<file path="src/rtl/cluster_flit_port_if.sv">
// Bundle of the router-side and core-side flit buses of a cluster node port.
// The slave view belongs to the port itself; the master view is the surrounding cores/router.
interface cluster_flit_port_if #(
  parameter int NODE_COUNT      = 16,
  parameter int PACKET_ID_WIDTH = 5,
  parameter int CORE_COUNT      = 4
);
  localparam int NB     = $clog2(NODE_COUNT);
  localparam int FLIT_W = 1 + 2*NB + 16 + 3 + PACKET_ID_WIDTH + 2;

  logic [CORE_COUNT*FLIT_W-1:0] core_flit_i;
  logic [CORE_COUNT-1:0]        core_ready_o;
  logic [FLIT_W-1:0]            net_flit_o;
  logic                         net_ready_i;
  logic [FLIT_W-1:0]            net_flit_i;
  logic                         net_ready_o;
  logic [CORE_COUNT*FLIT_W-1:0] core_flit_o;
  logic [CORE_COUNT-1:0]        core_ready_i;
  logic [7:0]                   drop_count_o;

  modport slave (
    input  core_flit_i, net_ready_i, net_flit_i, core_ready_i,
    output core_ready_o, net_flit_o, net_ready_o, core_flit_o, drop_count_o
  );

  modport master (
    output core_flit_i, net_ready_i, net_flit_i, core_ready_i,
    input  core_ready_o, net_flit_o, net_ready_o, core_flit_o, drop_count_o
  );
endinterface

</file>
<file path="src/rtl/cluster_flit_port.sv">
// Shared router port for a multi-core cluster node: packet-atomic round-robin egress
// arbitration onto one network output, and per-core receive FIFOs on ingress.
module cluster_flit_port #(
  parameter int NODE_COUNT      = 16,
  parameter int PACKET_ID_WIDTH = 5,
  parameter int CORE_COUNT      = 4,
  parameter int RX_FIFO_DEPTH   = 4
) (
  input  logic               clk,
  input  logic               rst,
  cluster_flit_port_if.slave io_bus
);
  localparam int NB      = $clog2(NODE_COUNT);
  localparam int CB      = (CORE_COUNT > 1) ? $clog2(CORE_COUNT) : 1;
  localparam int FLIT_W  = 1 + 2*NB + 16 + 3 + PACKET_ID_WIDTH + 2;
  localparam int VLD     = FLIT_W - 1;
  localparam int PID_LSB = 2;
  localparam int PW      = (RX_FIFO_DEPTH > 1) ? $clog2(RX_FIFO_DEPTH) : 1;
  localparam int CW      = $clog2(RX_FIFO_DEPTH + 1);

  localparam logic [CB-1:0] LAST_CORE = CB'(CORE_COUNT - 1);
  localparam logic [PW-1:0] LAST_SLOT = PW'(RX_FIFO_DEPTH - 1);
  localparam logic [CW-1:0] FULL_CNT  = CW'(RX_FIFO_DEPTH);

  typedef enum logic {S_IDLE, S_LOCKED} state_t;

  function automatic logic [7:0] sat_inc8(input logic [7:0] v);
    return (v == 8'hFF) ? v : v + 8'd1;
  endfunction

  function automatic logic [CB-1:0] core_inc(input logic [CB-1:0] v);
    return (v == LAST_CORE) ? '0 : v + CB'(1);
  endfunction

  function automatic logic [PW-1:0] slot_inc(input logic [PW-1:0] v);
    return (v == LAST_SLOT) ? '0 : v + PW'(1);
  endfunction

  // Egress arbitration and output register
  state_t                r_state, w_state_nxt;
  logic [CB-1:0]         r_grant, w_grant_nxt;
  logic [CB-1:0]         r_rr_ptr, w_rr_ptr_nxt;
  logic [CB-1:0]         w_pick;
  logic [FLIT_W-1:0]     r_net_flit;
  logic [FLIT_W-1:0]     w_grant_flit;
  logic [CORE_COUNT-1:0] w_core_vld;
  logic [CORE_COUNT-1:0] w_core_ready;
  logic                  w_out_free;
  logic                  w_xfer;
  logic                  w_tail;
  int                    w_best;
  int                    w_dist;

  always_comb begin
    w_core_vld   = '0;
    w_grant_flit = '0;
    for (int i = 0; i < CORE_COUNT; i++) begin
      w_core_vld[i] = io_bus.core_flit_i[i*FLIT_W + VLD];
      if (r_grant == CB'(i)) w_grant_flit = io_bus.core_flit_i[i*FLIT_W +: FLIT_W];
    end
  end

  // Round-robin pick: smallest distance from rr_ptr among valid cores.
  always_comb begin
    w_pick = r_rr_ptr;
    w_best = CORE_COUNT;
    w_dist = 0;
    for (int i = 0; i < CORE_COUNT; i++) begin
      if (w_core_vld[i]) begin
        w_dist = (i + CORE_COUNT - int'(r_rr_ptr)) % CORE_COUNT;
        if (w_dist < w_best) begin
          w_best = w_dist;
          w_pick = CB'(i);
        end
      end
    end
  end

  assign w_out_free = !r_net_flit[VLD] || io_bus.net_ready_i;
  assign w_xfer     = (r_state == S_LOCKED) && w_grant_flit[VLD] && w_out_free;
  assign w_tail     = (w_grant_flit[1:0] == 2'd3);

  always_comb begin
    w_core_ready = '0;
    for (int i = 0; i < CORE_COUNT; i++) begin
      w_core_ready[i] = (r_state == S_LOCKED) && (r_grant == CB'(i)) && w_out_free;
    end
  end

  always_comb begin
    w_state_nxt  = r_state;
    w_grant_nxt  = r_grant;
    w_rr_ptr_nxt = r_rr_ptr;
    case (r_state)
      S_IDLE: begin
        if (|w_core_vld) begin
          w_state_nxt = S_LOCKED;
          w_grant_nxt = w_pick;
        end
      end
      S_LOCKED: begin
        if (w_xfer && w_tail) begin
          w_state_nxt  = S_IDLE;
          w_rr_ptr_nxt = core_inc(r_grant);
        end
      end
      default: w_state_nxt = S_IDLE;
    endcase
  end

  always_ff @(posedge clk) begin
    if (rst) begin
      r_state    <= S_IDLE;
      r_grant    <= '0;
      r_rr_ptr   <= '0;
      r_net_flit <= '0;
    end else begin
      r_state  <= w_state_nxt;
      r_grant  <= w_grant_nxt;
      r_rr_ptr <= w_rr_ptr_nxt;
      if (w_xfer)                  r_net_flit <= w_grant_flit;
      else if (io_bus.net_ready_i) r_net_flit <= '0;
    end
  end

  // Ingress steering into per-core receive FIFOs
  logic [FLIT_W-1:0]            r_mem [CORE_COUNT][RX_FIFO_DEPTH];
  logic [PW-1:0]                r_wptr [CORE_COUNT];
  logic [PW-1:0]                r_rptr [CORE_COUNT];
  logic [CW-1:0]                r_count [CORE_COUNT];
  logic [7:0]                   r_drop_cnt;
  logic [CORE_COUNT-1:0]        w_full;
  logic [CORE_COUNT-1:0]        w_push;
  logic [CORE_COUNT-1:0]        w_pop;
  logic [CB-1:0]                w_rx_idx;
  logic                         w_net_ready;
  logic                         w_accept;
  logic                         w_drop;
  logic [CORE_COUNT*FLIT_W-1:0] w_core_flit;

  assign w_rx_idx    = io_bus.net_flit_i[PID_LSB +: CB];
  assign w_net_ready = !rst && !(|w_full);
  assign w_accept    = io_bus.net_flit_i[VLD] && w_net_ready;
  assign w_drop      = w_accept && !(|w_push);

  // Readiness looks only at current occupancy, so a full FIFO blocks even while it pops.
  always_comb begin
    w_full = '0;
    w_push = '0;
    w_pop  = '0;
    for (int i = 0; i < CORE_COUNT; i++) begin
      w_full[i] = (r_count[i] == FULL_CNT);
      w_push[i] = w_accept && (w_rx_idx == CB'(i));
      w_pop[i]  = (r_count[i] != '0) && io_bus.core_ready_i[i];
    end
  end

  always_ff @(posedge clk) begin
    if (rst) begin
      r_drop_cnt <= '0;
      for (int i = 0; i < CORE_COUNT; i++) begin
        r_wptr[i]  <= '0;
        r_rptr[i]  <= '0;
        r_count[i] <= '0;
      end
    end else begin
      if (w_drop) r_drop_cnt <= sat_inc8(r_drop_cnt);
      for (int i = 0; i < CORE_COUNT; i++) begin
        if (w_push[i]) r_wptr[i] <= slot_inc(r_wptr[i]);
        if (w_pop[i])  r_rptr[i] <= slot_inc(r_rptr[i]);
        if (w_push[i] && !w_pop[i])      r_count[i] <= r_count[i] + CW'(1);
        else if (!w_push[i] && w_pop[i]) r_count[i] <= r_count[i] - CW'(1);
      end
    end
  end

  always_ff @(posedge clk) begin
    for (int i = 0; i < CORE_COUNT; i++) begin
      if (w_push[i]) r_mem[i][r_wptr[i]] <= io_bus.net_flit_i;
    end
  end

  always_comb begin
    w_core_flit = '0;
    for (int i = 0; i < CORE_COUNT; i++) begin
      if (r_count[i] != '0) w_core_flit[i*FLIT_W +: FLIT_W] = r_mem[i][r_rptr[i]];
    end
  end

  assign io_bus.core_ready_o = w_core_ready;
  assign io_bus.net_flit_o   = r_net_flit;
  assign io_bus.net_ready_o  = w_net_ready;
  assign io_bus.core_flit_o  = w_core_flit;
  assign io_bus.drop_count_o = r_drop_cnt;
endmodule
</file>
<file path="src/flat_wrapper.sv">
// flat-port wrapper written by rule: the top's interface ports become plain ports
module cluster_flit_port_flat 
#(
  parameter int NODE_COUNT      = 16,
  parameter int PACKET_ID_WIDTH = 5,
  parameter int CORE_COUNT      = 4,
  parameter int RX_FIFO_DEPTH   = 4
)
  (clk, rst, io_bus_core_flit_i, io_bus_net_ready_i, io_bus_net_flit_i, io_bus_core_ready_i, io_bus_core_ready_o, io_bus_net_flit_o, io_bus_net_ready_o, io_bus_core_flit_o, io_bus_drop_count_o);
  cluster_flit_port_if #(.NODE_COUNT(NODE_COUNT), .PACKET_ID_WIDTH(PACKET_ID_WIDTH), .CORE_COUNT(CORE_COUNT)) io_bus_i ();
  input  logic clk;
  input  logic rst;
  input wire logic [$bits(io_bus_i.core_flit_i)-1:0] io_bus_core_flit_i;
  input wire logic [$bits(io_bus_i.net_ready_i)-1:0] io_bus_net_ready_i;
  input wire logic [$bits(io_bus_i.net_flit_i)-1:0] io_bus_net_flit_i;
  input wire logic [$bits(io_bus_i.core_ready_i)-1:0] io_bus_core_ready_i;
  output wire logic [$bits(io_bus_i.core_ready_o)-1:0] io_bus_core_ready_o;
  output wire logic [$bits(io_bus_i.net_flit_o)-1:0] io_bus_net_flit_o;
  output wire logic [$bits(io_bus_i.net_ready_o)-1:0] io_bus_net_ready_o;
  output wire logic [$bits(io_bus_i.core_flit_o)-1:0] io_bus_core_flit_o;
  output wire logic [$bits(io_bus_i.drop_count_o)-1:0] io_bus_drop_count_o;
  assign io_bus_i.core_flit_i = io_bus_core_flit_i;
  assign io_bus_i.net_ready_i = io_bus_net_ready_i;
  assign io_bus_i.net_flit_i = io_bus_net_flit_i;
  assign io_bus_i.core_ready_i = io_bus_core_ready_i;
  assign io_bus_core_ready_o = io_bus_i.core_ready_o;
  assign io_bus_net_flit_o = io_bus_i.net_flit_o;
  assign io_bus_net_ready_o = io_bus_i.net_ready_o;
  assign io_bus_core_flit_o = io_bus_i.core_flit_o;
  assign io_bus_drop_count_o = io_bus_i.drop_count_o;
  cluster_flit_port #(.NODE_COUNT(NODE_COUNT), .PACKET_ID_WIDTH(PACKET_ID_WIDTH), .CORE_COUNT(CORE_COUNT), .RX_FIFO_DEPTH(RX_FIFO_DEPTH)) u_core (.clk(clk), .rst(rst), .io_bus(io_bus_i));
endmodule
</file>
<file path="config.mk">
export PLATFORM = sky130hd
export DESIGN_NAME = cluster_flit_port_flat
export DESIGN_NICKNAME = d
export VERILOG_FILES = /design/src/rtl/cluster_flit_port_if.sv /design/src/rtl/cluster_flit_port.sv /design/src/flat_wrapper.sv
export SDC_FILE = /design/constraint.sdc
export NUM_CORES = 1
export LEC_CHECK = 0
export CAP_MARGIN = 40
export CORE_MARGIN = 2
export CORE_UTILIZATION = 55
export CTS_CLUSTER_DIAMETER = 40
export DETAILED_ROUTE_END_ITERATION = 8
export GPL_TIMING_DRIVEN = 0
export MAX_ROUTING_LAYER = met4
export PLACE_DENSITY_LB_ADDON = 0.2
export SYNTH_ARGS = -nofsm -noshare
export SYNTH_HDL_FRONTEND = slang
export SYNTH_SLANG_ARGS = --single-unit
</file>
<file path="constraint.sdc">
create_clock -name clk -period 5.3 [get_ports clk]
set_input_delay 1.06 -clock clk [delete_from_list [all_inputs] [get_ports clk]]
set_output_delay 1.06 -clock clk [all_outputs]
set_load 0.01 [all_outputs]
</file>
=== Word level (Yosys, flattened, before mapping) ===
Memories as Yosys holds them, arrays and structs flattened.
Cells that the tools add are included.

* $mul: 0
* Bitwise operators: 30
* Magnitude comparators: 16
* Reductions and logical operators: 67
* Shifts and indexed selects: 0
* Eq/ne operators: 20
* Mux-type cells: 139
* Add/sub/neg operators: 22
* Divide/modulo/power cells: 0

{| class="wikitable"
|+ Operator list
! kind !! number
|-
| two-way mux 140 bit || 10
|-
| two-way mux 35 bit || 22
|-
| OR reduction 140 bit || 3
|-
| binary-select mux 35 bit (select 2 bit) || 4
|-
| demux 35 bit (select 2 bit) || 4
|-
| two-way mux 32 bit || 6
|-
| less-than comparator 3 x 32 -> 1 bit || 3
|-
| two-way mux 1 bit || 56
|-
| two-way mux 2 bit || 28
|-
| logical AND 1 bit || 34
|-
| equality test 2 bit (second input constant) || 13
|-
| greater-or-equal comparator 3 bit (second input constant) || 8
|-
| two-way mux 3 bit || 8
|-
| NOT 2 -> 3 bit || 8
|-
| adder 2 x 1 -> 2 bit (second input constant) || 9
|-
| bitwise OR 1 bit || 16
|-
| subtractor 3 x 2 -> 4 bit (first input constant) || 4
|-
| adder 3 x 1 -> 3 bit (second input constant) || 4
|-
| equality test 3 bit (second input constant) || 4
|-
| zero test 1 bit || 12
|-
| less-than comparator 3 x 1 -> 1 bit (second input constant) || 4
|-
| nonzero test 3 bit || 4
|-
| OR reduction 4 bit || 3
|-
| subtractor 3 x 1 -> 3 bit (second input constant) || 4
|-
| 12 further kinds || 23
|}

* Memories: 4
* Memory bits (read-only): 0
* Register bits: 48
* Logic and storage cells: 303
* Bits in latches: 0
* Output and inout bits: 188
* Input bits: 182
* Bits in writable memories: 588

{| class="wikitable"
|+ Memories
! memory !! words !! width !! read ports !! clocked after memory_dff !! write ports !! line !! RTL
|-
| u_core.r_mem || 4 || 140 || 4 || 0 || 1 || cluster_flit_port.sv:127 || <nowiki>logic [FLIT_W-1:0] r_mem [CORE_COUNT][RX_FIFO_DEPTH];</nowiki>
|-
| u_core.r_count || 4 || 3 || 4 || 0 || 4 || cluster_flit_port.sv:130 || <nowiki>logic [CW-1:0] r_count [CORE_COUNT];</nowiki>
|-
| u_core.r_rptr || 4 || 2 || 4 || 0 || 4 || cluster_flit_port.sv:129 || <nowiki>logic [PW-1:0] r_rptr [CORE_COUNT];</nowiki>
|-
| u_core.r_wptr || 4 || 2 || 4 || 0 || 4 || cluster_flit_port.sv:128 || <nowiki>logic [PW-1:0] r_wptr [CORE_COUNT];</nowiki>
|}

=== Longest topological paths before layout ===
* Depth after elaboration: 15
* Depth in mapped cells: 15
* Mapped depth without buffers: 14

=== Worst setup path before layout ===
Ideal clock, no wire load.

* Path type: input -> register
* Start: input io_bus_core_flit_i[34]
* End: register u_core.r_grant[1]
* Library setup time: 86 ps
* Buffers on the path: 1
* Stages on the path: 14
* Slack: 2113 ps
* Data arrival time: 3101 ps
* Cells stage by stage: buf_2 > nor2b_1 > o21ai_0 > o21a_1 > ha_1 > o21a_1 > o22ai_1 > nand2_1 > a21o_1 > ha_1 > nor3b_1 > nor3_1 > o21a_1 > a211oi_1

* Word-level cells in the longest chain between the ends: 10
* Elaborated cells between the ends (all ways): 17
* Classes of those cells: order compare (3); mux (12); reduce/logical (2)

{| class="wikitable"
|+ RTL lines
! element !! line !! RTL
|-
| from (decl) || flat_wrapper.sv:13 || <nowiki>input wire logic [$bits(io_bus_i.core_flit_i)-1:0] io_bus_core_flit_i;</nowiki>
|-
| two-way mux 32 bit || cluster_flit_port.sv:69 || <nowiki>if (w_core_vld[i]) begin</nowiki>
|-
| less-than comparator 3 x 32 -> 1 bit || cluster_flit_port.sv:71 || <nowiki>if (w_dist < w_best) begin</nowiki>
|-
| two-way mux 32 bit || cluster_flit_port.sv:71 ||
|-
| two-way mux 32 bit || cluster_flit_port.sv:69 ||
|-
| less-than comparator 3 x 32 -> 1 bit || cluster_flit_port.sv:71 ||
|-
| two-way mux 32 bit || cluster_flit_port.sv:71 ||
|-
| two-way mux 32 bit || cluster_flit_port.sv:69 ||
|-
| less-than comparator 3 x 32 -> 1 bit || cluster_flit_port.sv:71 ||
|-
| two-way mux 2 bit || cluster_flit_port.sv:71 ||
|-
| two-way mux 2 bit || cluster_flit_port.sv:69 ||
|-
| to (signal assigned) || cluster_flit_port.sv:119 || <nowiki>r_grant <= w_grant_nxt;</nowiki>
|-
| to (decl) || cluster_flit_port.sv:41 || <nowiki>logic [CB-1:0] r_grant, w_grant_nxt;</nowiki>
|}

Parallel ways exist; a longest one is shown, timed or not.
A chain may end at the register's enable or synchronous reset.

==> impl_metrics.prom <==
# TYPE chip_impl_metric gauge
chip_impl_info{name="layout_common_cells",value="588 x edfxtp_1, 368 x clkdlybuf4s50_1, 155 x nor2b_1"} 1
chip_impl_metric{name="first_global_vias",unit=""} 15700
chip_impl_metric{name="worst_clock_skew",unit="ns"} 0.0334
chip_impl_metric{name="portBuffers",unit=""} 368
chip_impl_info{name="cpMaxStageDelayCell",value="clkbuf_1"} 1
chip_impl_metric{name="holdBufCountCts",unit=""} 0
chip_impl_metric{name="hold_path_cell_cnt",unit=""} 1
chip_impl_info{name="critical_path_class",value="reg2out"} 1
chip_impl_info{name="synth.top_cells.by_area",value="edfxtp_1 68%, mux4_2 12%, nor2b_1 3.7%"} 1
chip_impl_info{name="clock-root-buffer",value="clkbuf_16"} 1
chip_impl_metric{name="met2WireLength",unit="um"} 33800
chip_impl_metric{name="final-instance-count-excl-fill",unit=""} 2566
chip_impl_metric{name="cts-root-to-sink-buffers",unit=""} 3
chip_impl_metric{name="worstSkewPairLatency",unit="ns"} 0.61
chip_impl_metric{name="placement.setup.worst_slack",unit="ns"} 1.35
chip_impl_metric{name="yosys_warnings",unit=""} 0
chip_impl_metric{name="levels_on_crit_path",unit=""} 5
chip_impl_metric{name="drv_slew",unit=""} 0
chip_impl_metric{name="met3_length",unit="um"} 4960
chip_impl_metric{name="worst_slack",unit="ns"} 0.764
chip_impl_metric{name="routedWlPerCell",unit="um"} 25.9
chip_impl_metric{name="worstPathArrival",unit="ns"} 3.48
chip_impl_metric{name="finalSetupTns",unit="ns"} 0
chip_impl_info{name="critPathLaunchType",value="register"} 1
chip_impl_info{name="crit_family",value="buffers and inverters"} 1
chip_impl_metric{name="netlist_area",unit="um2"} 26000
chip_impl_metric{name="antenna_found_initial",unit=""} 0
chip_impl_metric{name="layout_min_cycle_time",unit="ns"} 4.54
chip_impl_metric{name="wire_length_of_the_first_global_routing_pass",unit="um"} 98200
chip_impl_metric{name="clk_pin_slew_worst_paths",unit="ns"} 0.06
chip_impl_metric{name="postCtsResizedCells",unit=""} 0
chip_impl_metric{name="layout_worst_path_cycle_share",unit="%"} 85.6
chip_impl_metric{name="max-vdd-ir-drop",unit="uV"} 259
chip_impl_metric{name="layout.filler_cells",unit=""} 2900
chip_impl_metric{name="antenna-diode-count",unit=""} 0
chip_impl_metric{name="netlist-cell-type-count",unit=""} 45
chip_impl_metric{name="max_stage_delay_on_crit_path",unit="ns"} 0.76
chip_impl_metric{name="number_of_levels_the_h_tree_was_split_into",unit=""} 3
chip_impl_info{name="routed.top_layer",value="met4"} 1
chip_impl_info{name="worst_hold_path_type",value="reg2reg"} 1
chip_impl_metric{name="timing.final.setup_violations",unit=""} 0
chip_impl_metric{name="cts_sinks",unit=""} 636
chip_impl_metric{name="postSynthNetCount",unit=""} 1643
chip_impl_info{name="run_status",value="finished clean"} 1
chip_impl_info{name="final_common_cell",value="edfxtp_1"} 1
chip_impl_metric{name="worstRegToRegCells",unit=""} 9
chip_impl_metric{name="drt_first_iter_violations",unit=""} 1562
chip_impl_metric{name="max_freq",unit="GHz"} 0.220
chip_impl_metric{name="pwr_density_cell",unit="nW/um2"} 399
chip_impl_metric{name="hold_violations",unit=""} 0
chip_impl_metric{name="synth_cells",unit=""} 1429
chip_impl_metric{name="floorplan.initialDensity",unit="%"} 55.8
chip_impl_metric{name="area_delta_synth_final",unit="%"} 28.8
chip_impl_metric{name="globalRouteOverflowTotal",unit=""} 0
chip_impl_metric{name="total_power",unit="mW"} 13.3
chip_impl_metric{name="post_route_cells_drive_above_1_share",unit="%"} 17.2
chip_impl_metric{name="placement_rows",unit=""} 79
chip_impl_info{name="crit_path_end_kind",value="output port"} 1
chip_impl_metric{name="tightestPinTransition",unit="ns"} 0.926
chip_impl_metric{name="post-route-drc-count",unit=""} 0
chip_impl_metric{name="postSynthAreaPerCell",unit="um2"} 18.2
chip_impl_metric{name="die_h",unit="um"} 221
chip_impl_info{name="path_cells",value="clkbuf_1 -> clkbuf_1 -> mux4_2 -> nor2b_1 -> clkdlybuf4s50_1"} 1
chip_impl_metric{name="number_of_storage_elements_in_the_synthesis_netlist",unit=""} 636
chip_impl_info{name="cts_tree",value="built"} 1
chip_impl_metric{name="count_of_buffers_added_by_post_cts_timing_repair_for_setup",unit=""} 0
chip_impl_metric{name="leakage",unit="nW"} 11.0
chip_impl_metric{name="pin_count",unit=""} 370
chip_impl_metric{name="die-area",unit="um2"} 49000
chip_impl_metric{name="sum_of_buffers_and_inverters_on_the_critical_path",unit=""} 3
chip_impl_metric{name="required_time_reported_for_the_critical_path_endpoint",unit="ns"} 4.24
chip_impl_metric{name="maximum_number_of_pins_on_one_net_before_global_route_repair",unit=""} 27
chip_impl_info{name="rsz0062_at_grt",value="false"} 1
chip_impl_metric{name="grt_use_total",unit="%"} 27.9
chip_impl_metric{name="first_pass_iters",unit=""} 7
chip_impl_metric{name="synth_largest_type_area_fraction",unit="%"} 67.9
chip_impl_metric{name="drtAntennaViolNets",unit=""} 0
chip_impl_metric{name="cts_buffers",unit=""} 77
chip_impl_metric{name="placed_cells_incl_taps",unit=""} 2424
chip_impl_metric{name="max-slew-margin-rel",unit="%"} 38.3
chip_impl_metric{name="synth_seq_area_share",unit="%"} 71.6
chip_impl_metric{name="count_of_vias_placed_by_the_detailed_router",unit=""} 15300
chip_impl_metric{name="replace_congestion",unit=""} 0.962
chip_impl_metric{name="drt_wl_total",unit="um"} 66400
chip_impl_metric{name="route.detailed.vias_per_inst",unit=""} 5.95
chip_impl_info{name="synth_largest_area_cell",value="edfxtp_1"} 1
chip_impl_metric{name="hpwl",unit="um"} 43300
chip_impl_metric{name="routedLengthMet1",unit="um"} 26200
chip_impl_metric{name="core_region_area",unit="um2"} 46600
chip_impl_metric{name="finalNetCount",unit=""} 2110
chip_impl_info{name="cp_common_cell",value="clkbuf_1"} 1
chip_impl_metric{name="die_x",unit="um"} 221
chip_impl_metric{name="max_cap_viol_count",unit=""} 0
chip_impl_metric{name="crit_path_max_fanout",unit=""} 10
==> sequential cells by signal, indices dropped and copies added (netlist names) <==
name	cells
u_core.r_rptr	8
u_core.r_wptr	8
u_core.r_count	12
u_core.io_bus.net_flit_o	35
u_core.r_grant	2
u_core.r_rr_ptr	2
u_core.r_mem	560
u_core.io_bus.drop_count_o	8
u_core.r_state	1
==> cells by family (layout without fill, tap and decap cells) <==
group,count (synthesis),after routing,synth area share [%]
compound gates,160,160,4.58
fa+ha+maj,32,32,1.63
mux,140,140,12.1
flops,636,636,71.6
xor+xnor,10,10,0.337
buf+inv,143,673,2.25
simple gates,308,308,7.43
==> metal layers <==
layer	up-vias	track usage, %
met3	96	5.36
met5	-	-
li1	6627	-
met1	7853	36.3
met2	687	45.2
met4	0	8.18
==> area by class of cell <==
class	count	area [um2]	area share [%]
timing repair buffer	388	4030	12.1
sequential	636	18600	55.6
clock buffer	91	2060	6.17
buffer	90	383	1.14
inverter	53	201	0.602
multi-input combinational	650	6820	20.4
tap	607	759	2.27
clock inverter	51	583	1.74
==> worst register-to-register path, cell delays in order, from the launching register on <==
cell and delay [ns]:
edfxtp_1 0.44, or3b_1 0.43, nand4_4 0.17, nor3_2 0.09, buf_6 0.18, or3_1 0.37, fa_1 0.40, xnor2_1 0.17
or3_1 0.33, a21oi_1 0.13
==> power breakdown <==
group	internal, mW	switching (mW)
sequential	5.59	0.0561
clock	3.31	2.07
combinational	1.16	1.16
==> worst paths after layout <==
| kind | startpoint | to | slack, ns |
|---|---|---|---|
| max | u_core.r_rptr[3][1]$_SDFFCE_PP0P_ | io_bus_core_flit_o[135] | 0.76 |
| min | u_core.io_bus.drop_count_o[0]$_SDFFE_PP0P_ | u_core.io_bus.drop_count_o[0]$_SDFFE_PP0P_ | 0.47 |
| max reg2reg | u_core.r_count[2][0]$_SDFFCE_PN0P_ | u_core.r_count[2][2]$_SDFFCE_PN0P_ | 2.44 |
| min reg2reg | u_core.io_bus.drop_count_o[0]$_SDFFE_PP0P_ | u_core.io_bus.drop_count_o[0]$_SDFFE_PP0P_ | 0.47 |
==> Yosys cell counts (all sizes together) <==
master	instances
a211oi	38
fa	3
a221o	31
nor4	7
a22oi	1
clkbuf	61
nor2b	155
o21ai	7
and3b	3
nand2	10
or4	1
or3b	3
and2	17
nor2	7
a21oi	44
nand2b	46
o22ai	1
inv	53
a221oi	33
nand3b	7
nand3	9
ha	29
o21a	3
a21o	1
nor4b	4
xnor2	6
nor3	15
mux4	140
buf	29
or2	3
nor3b	6
dfxtp	48
xor2	4
and3	6
edfxtp	588
a21boi	1
or3	8
nand4	1
==> metrics by stage <==
| stage | cell area [um2] | util, % | hold WS (ns) |
|---|---|---|---|
| 2_1_floorplan | 26000 | - | 0.492 |
| 6_report | 33500 | 71.9 | 0.469 |
| 4_1_cts | 33500 | 71.9 | 0.471 |
| 3_5_place_dp | 30800 | 66.2 | 0.458 |
| 3_3_place_gp | 30400 | 65.4 | 0.452 |
| 5_1_grt | 33500 | 71.9 | 0.479 |
Power figures use the tool's default switching activity.
